**config.mk**
```make
export PLATFORM = sky130hd
export DESIGN_NAME = uart_cmd_parser_flat
export DESIGN_NICKNAME = d
export VERILOG_FILES = /design/src/rtl/uart_cmd_parser_if.sv /design/src/rtl/uart_cmd_parser.sv /design/src/flat_wrapper.sv
export SDC_FILE = /design/constraint.sdc
export NUM_CORES = 1
export LEC_CHECK = 0
export CAP_MARGIN = 20
export CORE_UTILIZATION = 35
export DETAILED_ROUTE_END_ITERATION = 7
export SLEW_MARGIN = 20
export SYNTH_ARGS = -nofsm -noshare
export SYNTH_HDL_FRONTEND = slang
export SYNTH_SLANG_ARGS = --single-unit
```
**constraint.sdc**
```tcl
create_clock -name clk -period 1.5 [get_ports clk]
set_input_delay 0.3 -clock clk [delete_from_list [all_inputs] [get_ports clk]]
set_output_delay 0.3 -clock clk [all_outputs]
set_load 0.01 [all_outputs]
```
**src/rtl/uart_cmd_parser_if.sv**
```systemverilog
// Bus bundle between the UART command parser and its neighbours:
// the UART RX byte stream, the SDRAM front-end request/response, the UART TX
// launch/busy pair, and the protocol error pulse.
//   master : the parser's view (drives mem_*, tx_data/tx_start, err).
//   slave  : the environment's view (drives rx_*, mem_ready/rdata/rvalid, tx_busy).
interface uart_cmd_parser_if #(
  parameter int ADDR_W = 24
);
  logic [7:0]        rx_data;
  logic              rx_valid;
  logic              mem_req;
  logic              mem_we;
  logic [ADDR_W-1:0] mem_addr;
  logic [15:0]       mem_wdata;
  logic              mem_ready;
  logic [15:0]       mem_rdata;
  logic              mem_rvalid;
  logic [7:0]        tx_data;
  logic              tx_start;
  logic              tx_busy;
  logic              err;

  modport master (
    input  rx_data, rx_valid, mem_ready, mem_rdata, mem_rvalid, tx_busy,
    output mem_req, mem_we, mem_addr, mem_wdata, tx_data, tx_start, err
  );

  modport slave (
    output rx_data, rx_valid, mem_ready, mem_rdata, mem_rvalid, tx_busy,
    input  mem_req, mem_we, mem_addr, mem_wdata, tx_data, tx_start, err
  );
endinterface

```
**src/rtl/uart_cmd_parser.sv**
```systemverilog
// UART binary command parser.
// Decodes 'W' a2 a1 a0 d1 d0 (write) and 'R' a2 a1 a0 (read) from the RX
// byte stream, issues one SDRAM word request, then answers over TX with
// 'K' for a write or the two read-data bytes (MSB first) for a read.
// Ports:
//   clk, rst_n : system clock, asynchronous active-low reset
//   bus        : uart_cmd_parser_if.master (rx_*, mem_*, tx_*, err)
// Optional build macro CMD_TIMEOUT_EN: abandons a partial command after
// TIMEOUT_CYCLES idle clocks in ADDR/DATA with an err pulse.
module uart_cmd_parser #(
  parameter int ADDR_W         = 24,
  parameter int TIMEOUT_CYCLES = 20000
) (
  input  logic               clk,
  input  logic               rst_n,
  uart_cmd_parser_if.master  bus
);
  if (ADDR_W < 1 || ADDR_W > 24 || TIMEOUT_CYCLES < 2) begin : g_bad_cfg
    $error("uart_cmd_parser: unsupported parameter values");
  end

  typedef enum logic [2:0] {IDLE, ADDR, DATA, ISSUE, WAIT_RD, TX, TX_WAIT} state_e;

  localparam logic [7:0] OP_W = 8'h57;
  localparam logic [7:0] OP_R = 8'h52;
  localparam logic [7:0] ACK  = 8'h4B;

  state_e            state_q, state_d;
  logic [1:0]        cnt_q, cnt_d;
  logic              op_we_q, op_we_d;
  logic [ADDR_W-1:0] addr_q, addr_d;
  logic [15:0]       wdata_q, wdata_d;
  logic [7:0]        rlo_q, rlo_d;
  logic              lo_pend_q, lo_pend_d;
  logic              req_q, req_d;
  logic              mwe_q, mwe_d;
  logic [7:0]        txd_q, txd_d;
  logic              txs_q, txs_d;
  logic              err_q, err_d;
  logic              tmo_hit;

`ifdef CMD_TIMEOUT_EN
  localparam int TW = $clog2(TIMEOUT_CYCLES + 1);
  logic [TW-1:0] tmo_q, tmo_d;
  logic          in_cmd;

  assign in_cmd  = (state_q == ADDR) || (state_q == DATA);
  // A byte in the expiry cycle wins over the timeout.
  assign tmo_hit = in_cmd && !bus.rx_valid && (tmo_q == TW'(TIMEOUT_CYCLES - 1));

  always_comb begin
    tmo_d = '0;
    if (in_cmd && !bus.rx_valid && !tmo_hit) tmo_d = tmo_q + 1'b1;
  end
`else
  assign tmo_hit = 1'b0;
`endif

  always_comb begin
    state_d   = state_q;
    cnt_d     = cnt_q;
    op_we_d   = op_we_q;
    addr_d    = addr_q;
    wdata_d   = wdata_q;
    rlo_d     = rlo_q;
    lo_pend_d = lo_pend_q;
    req_d     = req_q;
    mwe_d     = mwe_q;
    txd_d     = txd_q;
    txs_d     = 1'b0;
    err_d     = 1'b0;

    unique case (state_q)
      IDLE: if (bus.rx_valid) begin
        if (bus.rx_data == OP_W || bus.rx_data == OP_R) begin
          op_we_d = (bus.rx_data == OP_W);
          cnt_d   = '0;
          state_d = ADDR;
        end else begin
          err_d = 1'b1;
        end
      end
      ADDR: if (bus.rx_valid) begin
        // Shifting through an ADDR_W-wide register drops the excess high bits.
        addr_d = ADDR_W'({addr_q, bus.rx_data});
        if (cnt_q == 2'd2) begin
          cnt_d = '0;
          if (op_we_q) state_d = DATA;
          else begin
            state_d = ISSUE;
            req_d   = 1'b1;
            mwe_d   = 1'b0;
          end
        end else cnt_d = cnt_q + 2'd1;
      end else if (tmo_hit) begin
        state_d = IDLE;
        cnt_d   = '0;
        err_d   = 1'b1;
      end
      DATA: if (bus.rx_valid) begin
        wdata_d = {wdata_q[7:0], bus.rx_data};
        if (cnt_q == 2'd1) begin
          cnt_d   = '0;
          state_d = ISSUE;
          req_d   = 1'b1;
          mwe_d   = 1'b1;
        end else cnt_d = cnt_q + 2'd1;
      end else if (tmo_hit) begin
        state_d = IDLE;
        cnt_d   = '0;
        err_d   = 1'b1;
      end
      ISSUE: if (bus.mem_ready) begin
        req_d = 1'b0;
        mwe_d = 1'b0;
        if (op_we_q) begin
          // Launch straight away when the transmitter is idle.
          txd_d   = ACK;
          txs_d   = !bus.tx_busy;
          state_d = bus.tx_busy ? TX : TX_WAIT;
        end else state_d = WAIT_RD;
      end
      WAIT_RD: if (bus.mem_rvalid) begin
        txd_d     = bus.mem_rdata[15:8];
        rlo_d     = bus.mem_rdata[7:0];
        lo_pend_d = 1'b1;
        txs_d     = !bus.tx_busy;
        state_d   = bus.tx_busy ? TX : TX_WAIT;
      end
      TX: if (!bus.tx_busy) begin
        txs_d   = 1'b1;
        state_d = TX_WAIT;
      end
      TX_WAIT: begin
        // tx_busy only rises the cycle after tx_start, so ignore that cycle.
        if (!txs_q && !bus.tx_busy) begin
          if (lo_pend_q) begin
            txd_d     = rlo_q;
            lo_pend_d = 1'b0;
            state_d   = TX;
          end else state_d = IDLE;
        end
      end
      default: state_d = IDLE;
    endcase

    if (bus.rx_valid && (state_q inside {ISSUE, WAIT_RD, TX, TX_WAIT})) err_d = 1'b1;
  end

  always_ff @(posedge clk or negedge rst_n) begin
    if (!rst_n) begin
      state_q   <= IDLE;
      cnt_q     <= '0;
      op_we_q   <= 1'b0;
      addr_q    <= '0;
      wdata_q   <= '0;
      rlo_q     <= '0;
      lo_pend_q <= 1'b0;
      req_q     <= 1'b0;
      mwe_q     <= 1'b0;
      txd_q     <= '0;
      txs_q     <= 1'b0;
      err_q     <= 1'b0;
`ifdef CMD_TIMEOUT_EN
      tmo_q     <= '0;
`endif
    end else begin
      state_q   <= state_d;
      cnt_q     <= cnt_d;
      op_we_q   <= op_we_d;
      addr_q    <= addr_d;
      wdata_q   <= wdata_d;
      rlo_q     <= rlo_d;
      lo_pend_q <= lo_pend_d;
      req_q     <= req_d;
      mwe_q     <= mwe_d;
      txd_q     <= txd_d;
      txs_q     <= txs_d;
      err_q     <= err_d;
`ifdef CMD_TIMEOUT_EN
      tmo_q     <= tmo_d;
`endif
    end
  end

  assign bus.mem_req   = req_q;
  assign bus.mem_we    = mwe_q;
  assign bus.mem_addr  = addr_q;
  assign bus.mem_wdata = wdata_q;
  assign bus.tx_data   = txd_q;
  assign bus.tx_start  = txs_q;
  assign bus.err       = err_q;
endmodule

```
**src/flat_wrapper.sv**
```systemverilog
// flat-port wrapper written by rule: the top's interface ports become plain ports
module uart_cmd_parser_flat 
#(
  parameter int ADDR_W         = 24,
  parameter int TIMEOUT_CYCLES = 20000
)
  (clk, rst_n, bus_rx_data, bus_rx_valid, bus_mem_ready, bus_mem_rdata, bus_mem_rvalid, bus_tx_busy, bus_mem_req, bus_mem_we, bus_mem_addr, bus_mem_wdata, bus_tx_data, bus_tx_start, bus_err);
  uart_cmd_parser_if #(.ADDR_W(ADDR_W)) bus_i ();
  input  logic clk;
  input  logic rst_n;
  input wire logic [$bits(bus_i.rx_data)-1:0] bus_rx_data;
  input wire logic [$bits(bus_i.rx_valid)-1:0] bus_rx_valid;
  input wire logic [$bits(bus_i.mem_ready)-1:0] bus_mem_ready;
  input wire logic [$bits(bus_i.mem_rdata)-1:0] bus_mem_rdata;
  input wire logic [$bits(bus_i.mem_rvalid)-1:0] bus_mem_rvalid;
  input wire logic [$bits(bus_i.tx_busy)-1:0] bus_tx_busy;
  output wire logic [$bits(bus_i.mem_req)-1:0] bus_mem_req;
  output wire logic [$bits(bus_i.mem_we)-1:0] bus_mem_we;
  output wire logic [$bits(bus_i.mem_addr)-1:0] bus_mem_addr;
  output wire logic [$bits(bus_i.mem_wdata)-1:0] bus_mem_wdata;
  output wire logic [$bits(bus_i.tx_data)-1:0] bus_tx_data;
  output wire logic [$bits(bus_i.tx_start)-1:0] bus_tx_start;
  output wire logic [$bits(bus_i.err)-1:0] bus_err;
  assign bus_i.rx_data = bus_rx_data;
  assign bus_i.rx_valid = bus_rx_valid;
  assign bus_i.mem_ready = bus_mem_ready;
  assign bus_i.mem_rdata = bus_mem_rdata;
  assign bus_i.mem_rvalid = bus_mem_rvalid;
  assign bus_i.tx_busy = bus_tx_busy;
  assign bus_mem_req = bus_i.mem_req;
  assign bus_mem_we = bus_i.mem_we;
  assign bus_mem_addr = bus_i.mem_addr;
  assign bus_mem_wdata = bus_i.mem_wdata;
  assign bus_tx_data = bus_i.tx_data;
  assign bus_tx_start = bus_i.tx_start;
  assign bus_err = bus_i.err;
  uart_cmd_parser #(.ADDR_W(ADDR_W), .TIMEOUT_CYCLES(TIMEOUT_CYCLES)) u_core (.clk(clk), .rst_n(rst_n), .bus(bus_i));
endmodule
```
==> results.py, run 1 <==
metrics = {
    "status": {
        "status": "finished, violations left",
        "violations": "setup timing",
    },
    "drt": {
        "via_count": 2425,
        "wire_per_inst_um": 16.9,
        "drt_first_pass_iters": 6,
        "ant_nets": 0,
        "drc": 0,
        "routed_wirelength_um": 8110,
        "drt_iter0_drc": 94,
        "vias_per_cell": 5.05,
    },
    "timing": {
        "finalHoldViolCount": 0,
        "setup_violations": 49,
        "rsz0062_at_grt": "true",
        "setup_ws_ps": -61.6,
        "min_period_ps": 1560,
        "fmax_ghz": 0.640,
        "slew_viol_final": 0,
        "tightest_slew_ps": 447,
        "finClkSkew_ps": 16.4,
        "period_share_pct": 104,
        "setup_tns_ps": -1850,
        "slew_headroom_pct": 70.2,
    },
    "layout": {
        "fill_cells": 686,
        "layout-drive-gt1-share_pct": 41.3,
        "n_antenna_cell": 0,
        "nNetsFinal": 401,
        "stdcell_count": 480,
        "syn_to_final_growth_pct": 60.5,
    },
    "global_route": {
        "grt_pass1_wl_um": 12300,
        "antenna_found_initial": 0,
        "grt_pass1_vias": 2488,
        "grt-ovfl-total": 0,
        "grt_max_degree": 50,
        "gr-usage-all-layers_pct": 17.9,
    },
    "clocking": {
        "cts_made_buffers": 9,
        "path_clk_slew_ps": 70,
        "cts_sinks": 67,
        "htreeDepth": 3,
        "max-clock-path-buffers": 2,
        "cts_root_buffer": "clkbuf_8",
        "cts_tree": "yes",
        "clk_latency_ps": 350,
    },
    "floorplanning": {
        "rows": 33,
        "initial_core_util_pct": 36.9,
        "die-area_um2": 9220,
        "ios": 82,
        "design.core.area_um2": 8380,
        "die_h_um": 96.0,
        "die_w_um": 96.0,
    },
    "yosys": {
        "yosys.area.top_type": "dfrtp_1",
        "ys_async_sr_fraction_pct": 100,
        "synth_edf_count": 0,
        "ys_seq_elements": 67,
        "synth_cell_types": 49,
        "synth_top_area_share_pct": 54.2,
        "synth_area_um2": 3090,
        "synth_fp_nets": 265,
        "postSynthCellCount": 235,
        "yosysMostFrequentCell": "dfrtp_1",
        "ys_top_cells_by_area": "dfrtp_1 (54%), mux2_2 (17%), mux2_4 (3.9%), mux2i_1 (2.6%), o21ai_0 (1.6%)",
        "syn_area_per_cell_um2": 13.2,
        "ys_seq_area_share_pct": 54.2,
        "yosysWarnings": 0,
        "ys.flop_type": "dfrtp_1",
        "ys_top_cells_by_count": "dfrtp_1 (67), mux2_2 (48), nand2_1 (10), nor2_1 (10), o21ai_0 (10)",
    },
    "critical_path": {
        "start_kind": "input pin",
        "cp.required_ps": 1720,
        "r2r_slack_ps": -60,
        "reg2regPathDepth": 6,
        "r2r_end": "u_core.bus.mem_wdata[8]",
        "worstPathArrival_ps": 1780,
        "crit_fanout": 8,
        "end_kind": "register",
        "critPathKind": "input pin to register",
        "r2r-start": "u_core.state_q[2]",
    },
    "place": {
        "port_buffers": 81,
        "dp.cells": 453,
        "hpwl_um": 5260,
        "gp_congestion": 0.864,
    },
    "power": {
        "p_leak_nw": 2.30,
        "power.total_mw": 10.7,
        "powerDensity_nw_per_um2": 2150,
        "max-vdd-ir-drop_v": 0.000805,
    },
    "hold_path": {
        "hp-class": "input pin to async pin",
    },
    "job": {
        "cap_viol_max_count": 0,
    },
}
## sequential cells by signal, indices dropped and copies added (netlist names)
signal,flops
u_core.bus.mem_addr,24
u_core.bus.mem_wdata,16
u_core.bus.tx_data,8
u_core.rlo_q,8
u_core.state_q,3
u_core.cnt_q,2
u_core.bus.err,1
u_core.bus.mem_req,1
u_core.bus.mem_we,1
u_core.bus.tx_start,1
u_core.lo_pend_q,1
u_core.op_we_q,1
## cells in the final DEF (no fill, tap or decap), types with 4 or more instances in the layout
cell type	instances
mux2_4	41
buf_12	6
nand2_1	10
clkbuf_8	9
mux2i_1	8
buf_6	6
inv_1	4
dlygate4sd2_1	52
dfrtp_1	65
buf_4	39
o21ai_0	7
nor2_1	9
a31oi_1	4
mux2_2	15
clkdlybuf4s50_1	27
## critical path, stage by stage
cell	delay (ps)
clkdlybuf4s50_1	490
nor2_1	60
buf_4	140
a211oi_4	290
a21oi_4	60
buf_12	150
mux2_4	290
## repair_timing
action                     in CTS  in global routing
buffers inserted                9                  0
cloned                          1                  3
hold endpoints to repair        9                  0
setup endpoints to repair     115                 63
gates resized for setup        72                 46
hold buffers                    1                  0
pin swaps                       4                  8
## worst max-delay path by stage
stage                      start                       end  slack, ps
2_1_floorplan  u_core.state_q[2]   u_core.bus.mem_wdata[6]        -70
3_3_place_gp        bus_rx_valid  u_core.bus.mem_wdata[13]       -420
3_5_place_dp        bus_rx_valid   u_core.bus.mem_wdata[9]       -430
4_1_cts        u_core.state_q[2]   u_core.bus.mem_wdata[9]        -70
5_1_grt        u_core.state_q[2]     u_core.bus.tx_data[6]       -100
6_report             bus_tx_busy     u_core.bus.tx_data[2]        -60
## kinds of logic (layout without fill, tap and decap cells)
family / Yosys count / in the layout / synth area share, %
flops: 67 / 67 / 54.2
xor+xnor: 2 / 2 / 0.566
buf+inv: 17 / 157 / 3.03
simple gates: 50 / 50 / 10.1
compound gates: 35 / 35 / 8.13
mux: 64 / 64 / 23.9
## through the flow
step           utilization [%]  worst slack, ps  hold slack [ps]  area (um^2)
2_1_floorplan                -            -67.7             4.41         3120
3_3_place_gp              52.0             -416              192         4360
3_5_place_dp              52.0             -435              200         4360
4_1_cts                   56.3            -74.6              360         4720
5_1_grt                   59.2             -100              391         4960
6_report                  59.2            -61.6              367         4960
## where the power goes
group          switching, mW  internal [mW]  total (mW)
logic                   2.23           3.27        5.50
registers              0.656           2.70        3.35
clock network          0.724           1.10        1.83
## cell type report
class / count / area, um^2 / area share, %
inverters: 5 / 21.3 / 0.429
clock buffers: 9 / 124 / 2.50
clock inverters: 6 / 113 / 2.27
well taps: 105 / 131 / 2.65
repair buffers: 137 / 1330 / 26.7
flip-flops and latches: 67 / 1680 / 33.8
multi-input cells: 151 / 1570 / 31.6
## per-layer routing
metal	wire length (um)	share of wire, %	GRT usage [%]	up-vias
met1	3690	45	24.4	1229
met5	0	0	0	-
met4	140	1.7	7.09	0
met2	4040	50	28.4	55
met3	239	2.9	2.84	13
li1	-	-	-	1128
(Power assumes the default switching activity.)
==> inputs of run 2 (changes only) <==
--- a/config.mk
+++ b/config.mk
@@ -8,6 +8,7 @@
 export CAP_MARGIN = 20
 export CORE_UTILIZATION = 35
 export DETAILED_ROUTE_END_ITERATION = 7
+export PLACE_DENSITY_LB_ADDON = 0.12
 export SLEW_MARGIN = 20
 export SYNTH_ARGS = -nofsm -noshare
 export SYNTH_HDL_FRONTEND = slang
==> results.py, run 2 (synthesis gave the netlist of run 1 again) <==
metrics = {
    "status": {
        "status": "finished, violations left",
        "violations": "setup timing",
    },
    "layout": {
        "largest_reg_flops": 24,
        "final_util_pct": 58.2,
        "mostFrequentLayoutCells": "dfrtp_1 (65), dlygate4sd2_1 (52), buf_4 (41)",
        "layout-drive-gt1-share_pct": 41.0,
        "n_antenna_cell": 0,
        "fill_cells": 725,
        "fin_area_um2": 4870,
        "syn_to_final_growth_pct": 57.6,
        "final_common_cell": "dfrtp_1",
        "nNetsFinal": 403,
    },
    "power": {
        "powerDensity_nw_per_um2": 2110,
        "power_frac_comb_pct": 52.1,
        "p_leak_nw": 2.27,
        "internal-power_mw": 6.69,
        "pwr-share-clk_pct": 15.5,
        "power.total_mw": 10.3,
        "power_frac_seq_pct": 32.4,
        "swShare_pct": 34.9,
        "max-vdd-ir-drop_v": 0.000784,
        "switching_power_mw": 3.59,
    },
    "timing": {
        "hold_slack_ps": 466,
        "setup_ws_ps": -88.5,
        "setup_violations": 49,
        "period_share_pct": 106,
        "finClkSkew_ps": 12.0,
        "slew_viol_final": 0,
        "fmax_ghz": 0.630,
        "setup_tns_ps": -2630,
        "slew_headroom_pct": 75.9,
        "tightest_slew_ps": 361,
        "min_period_ps": 1590,
        "finalHoldViolCount": 0,
        "rsz0062_at_grt": "true",
    },
    "critical_path": {
        "worstPathArrival_ps": 1830,
        "crit_fanout": 6,
        "cp.required_ps": 1740,
        "end_kind": "register",
        "start_kind": "register",
        "critPathKind": "register to register",
    },
    "global_route": {
        "grt_pass1_wl_um": 12500,
        "antenna_found_initial": 0,
        "gr-usage-all-layers_pct": 18.3,
        "grt_pass1_vias": 2430,
        "grt_max_degree": 68,
        "grt-ovfl-total": 0,
    },
    "drt": {
        "vias_per_cell": 4.95,
        "via_count": 2392,
        "drt_iter0_drc": 76,
        "routed_wirelength_um": 7720,
        "drt_first_pass_iters": 4,
        "wire_per_inst_um": 16.0,
        "ant_nets": 0,
        "drc": 0,
    },
    "clocking": {
        "clk_latency_ps": 360,
        "cts_made_buffers": 9,
        "htreeDepth": 3,
        "cts_root_buffer": "clkbuf_8",
        "cts_sinks": 67,
        "path_clk_slew_ps": 80,
        "cts_tree": "yes",
        "max-clock-path-buffers": 2,
    },
    "place": {
        "port_buffers": 81,
        "gp_congestion": 0.814,
        "hpwl_um": 4960,
        "place_area_um2": 4350,
    },
    "floorplanning": {
        "ios": 82,
        "die-area_um2": 9220,
        "die_w_um": 96.0,
        "rows": 33,
        "die_h_um": 96.0,
        "initial_core_util_pct": 36.9,
        "design.core.area_um2": 8380,
    },
    "hold_path": {
        "hp-class": "input pin to register",
    },
    "job": {
        "cap_viol_max_count": 0,
    },
}
run 2: worst max-delay path: stages, from the launching register on:
cell       delay (ps)
dfrtp_1           410
and2b_4           290
and3_4            290
clkbuf_16         190
mux2_4            290
run 2: cell type report:
| class | instances | area (um^2) | share of cell area (%) |
|---|---|---|---|
| multi-input combinational | 151 | 1520 | 31.1 |
| clock buffer | 9 | 124 | 2.54 |
| sequential | 67 | 1680 | 34.4 |
| inverter | 5 | 21.3 | 0.436 |
| tap | 105 | 131 | 2.70 |
| clock inverter | 7 | 83.8 | 1.72 |
| timing repair buffer | 139 | 1320 | 27.0 |
run 2: what timing repair did:
item / CTS / global route
pin swaps: 6 / 6
gates cloned: 2 / 2
hold endpoints to repair: 67 / 0
endpoints found under the setup margin: 115 / 62
resized for setup: 93 / 20
hold buffers: 1 / 0
setup buffers: 10 / 2
run 2: per-layer routing:
metal | GRT usage, % | routed length (um) | vias to the layer above
met4 | 7.71 | 131 | 0
met3 | 4.19 | 334 | 12
met2 | 28.1 | 3660 | 63
met5 | 0 | 0 | -
met1 | 24.8 | 3590 | 1181
li1 | - | - | 1136
run 2: power by group through the flow:
stage	sequential (mW)	clock, mW	combinational (mW)
3_5_place_dp	3.33	0	4.94
3_3_place_gp	3.32	0	4.87
6_report	3.33	1.60	5.35
5_1_grt	3.46	1.73	5.77
2_1_floorplan	3.52	0	2.32
4_1_cts	3.31	1.64	5.11
run 2: final timing paths:
| check | startpoint | end | slack, ps | cells after the start |
|---|---|---|---|---|
| setup / recovery | u_core.state_q[2] | u_core.bus.mem_addr[7] | -90 | 4 |
| hold / removal | bus_rx_valid | u_core.bus.err | 470 | 3 |
| setup reg to reg | u_core.state_q[2] | u_core.bus.mem_addr[7] | -90 | 4 |
| hold reg to reg | u_core.bus.mem_wdata[9] | u_core.bus.mem_wdata[9] | 510 | 1 |
| max in group asynchronous | rst_n | u_core.state_q[1] | 700 | 3 |
| min in group asynchronous | rst_n | u_core.bus.mem_we | 490 | 3 |
run 2: through the flow:
| step | worst slack [ps] | cells |
|---|---|---|
| floorplan | -67.7 | 235 |
| global placement | -463 | 453 |
| detailed placement | -464 | 453 |
| CTS | -63.9 | 480 |
| global route | -116 | 483 |
| finish | -88.5 | 483 |
==> inputs of run 3 (changes only) <==
--- a/config.mk
+++ b/config.mk
@@ -7,6 +7,7 @@
 export LEC_CHECK = 0
 export CAP_MARGIN = 20
 export CORE_UTILIZATION = 35
+export CTS_CLUSTER_SIZE = 30
 export DETAILED_ROUTE_END_ITERATION = 7
 export PLACE_DENSITY_LB_ADDON = 0.12
 export SLEW_MARGIN = 20
==> results of run 3 <==
No change in the layout: final DEF, timing and power equal those of run 2.
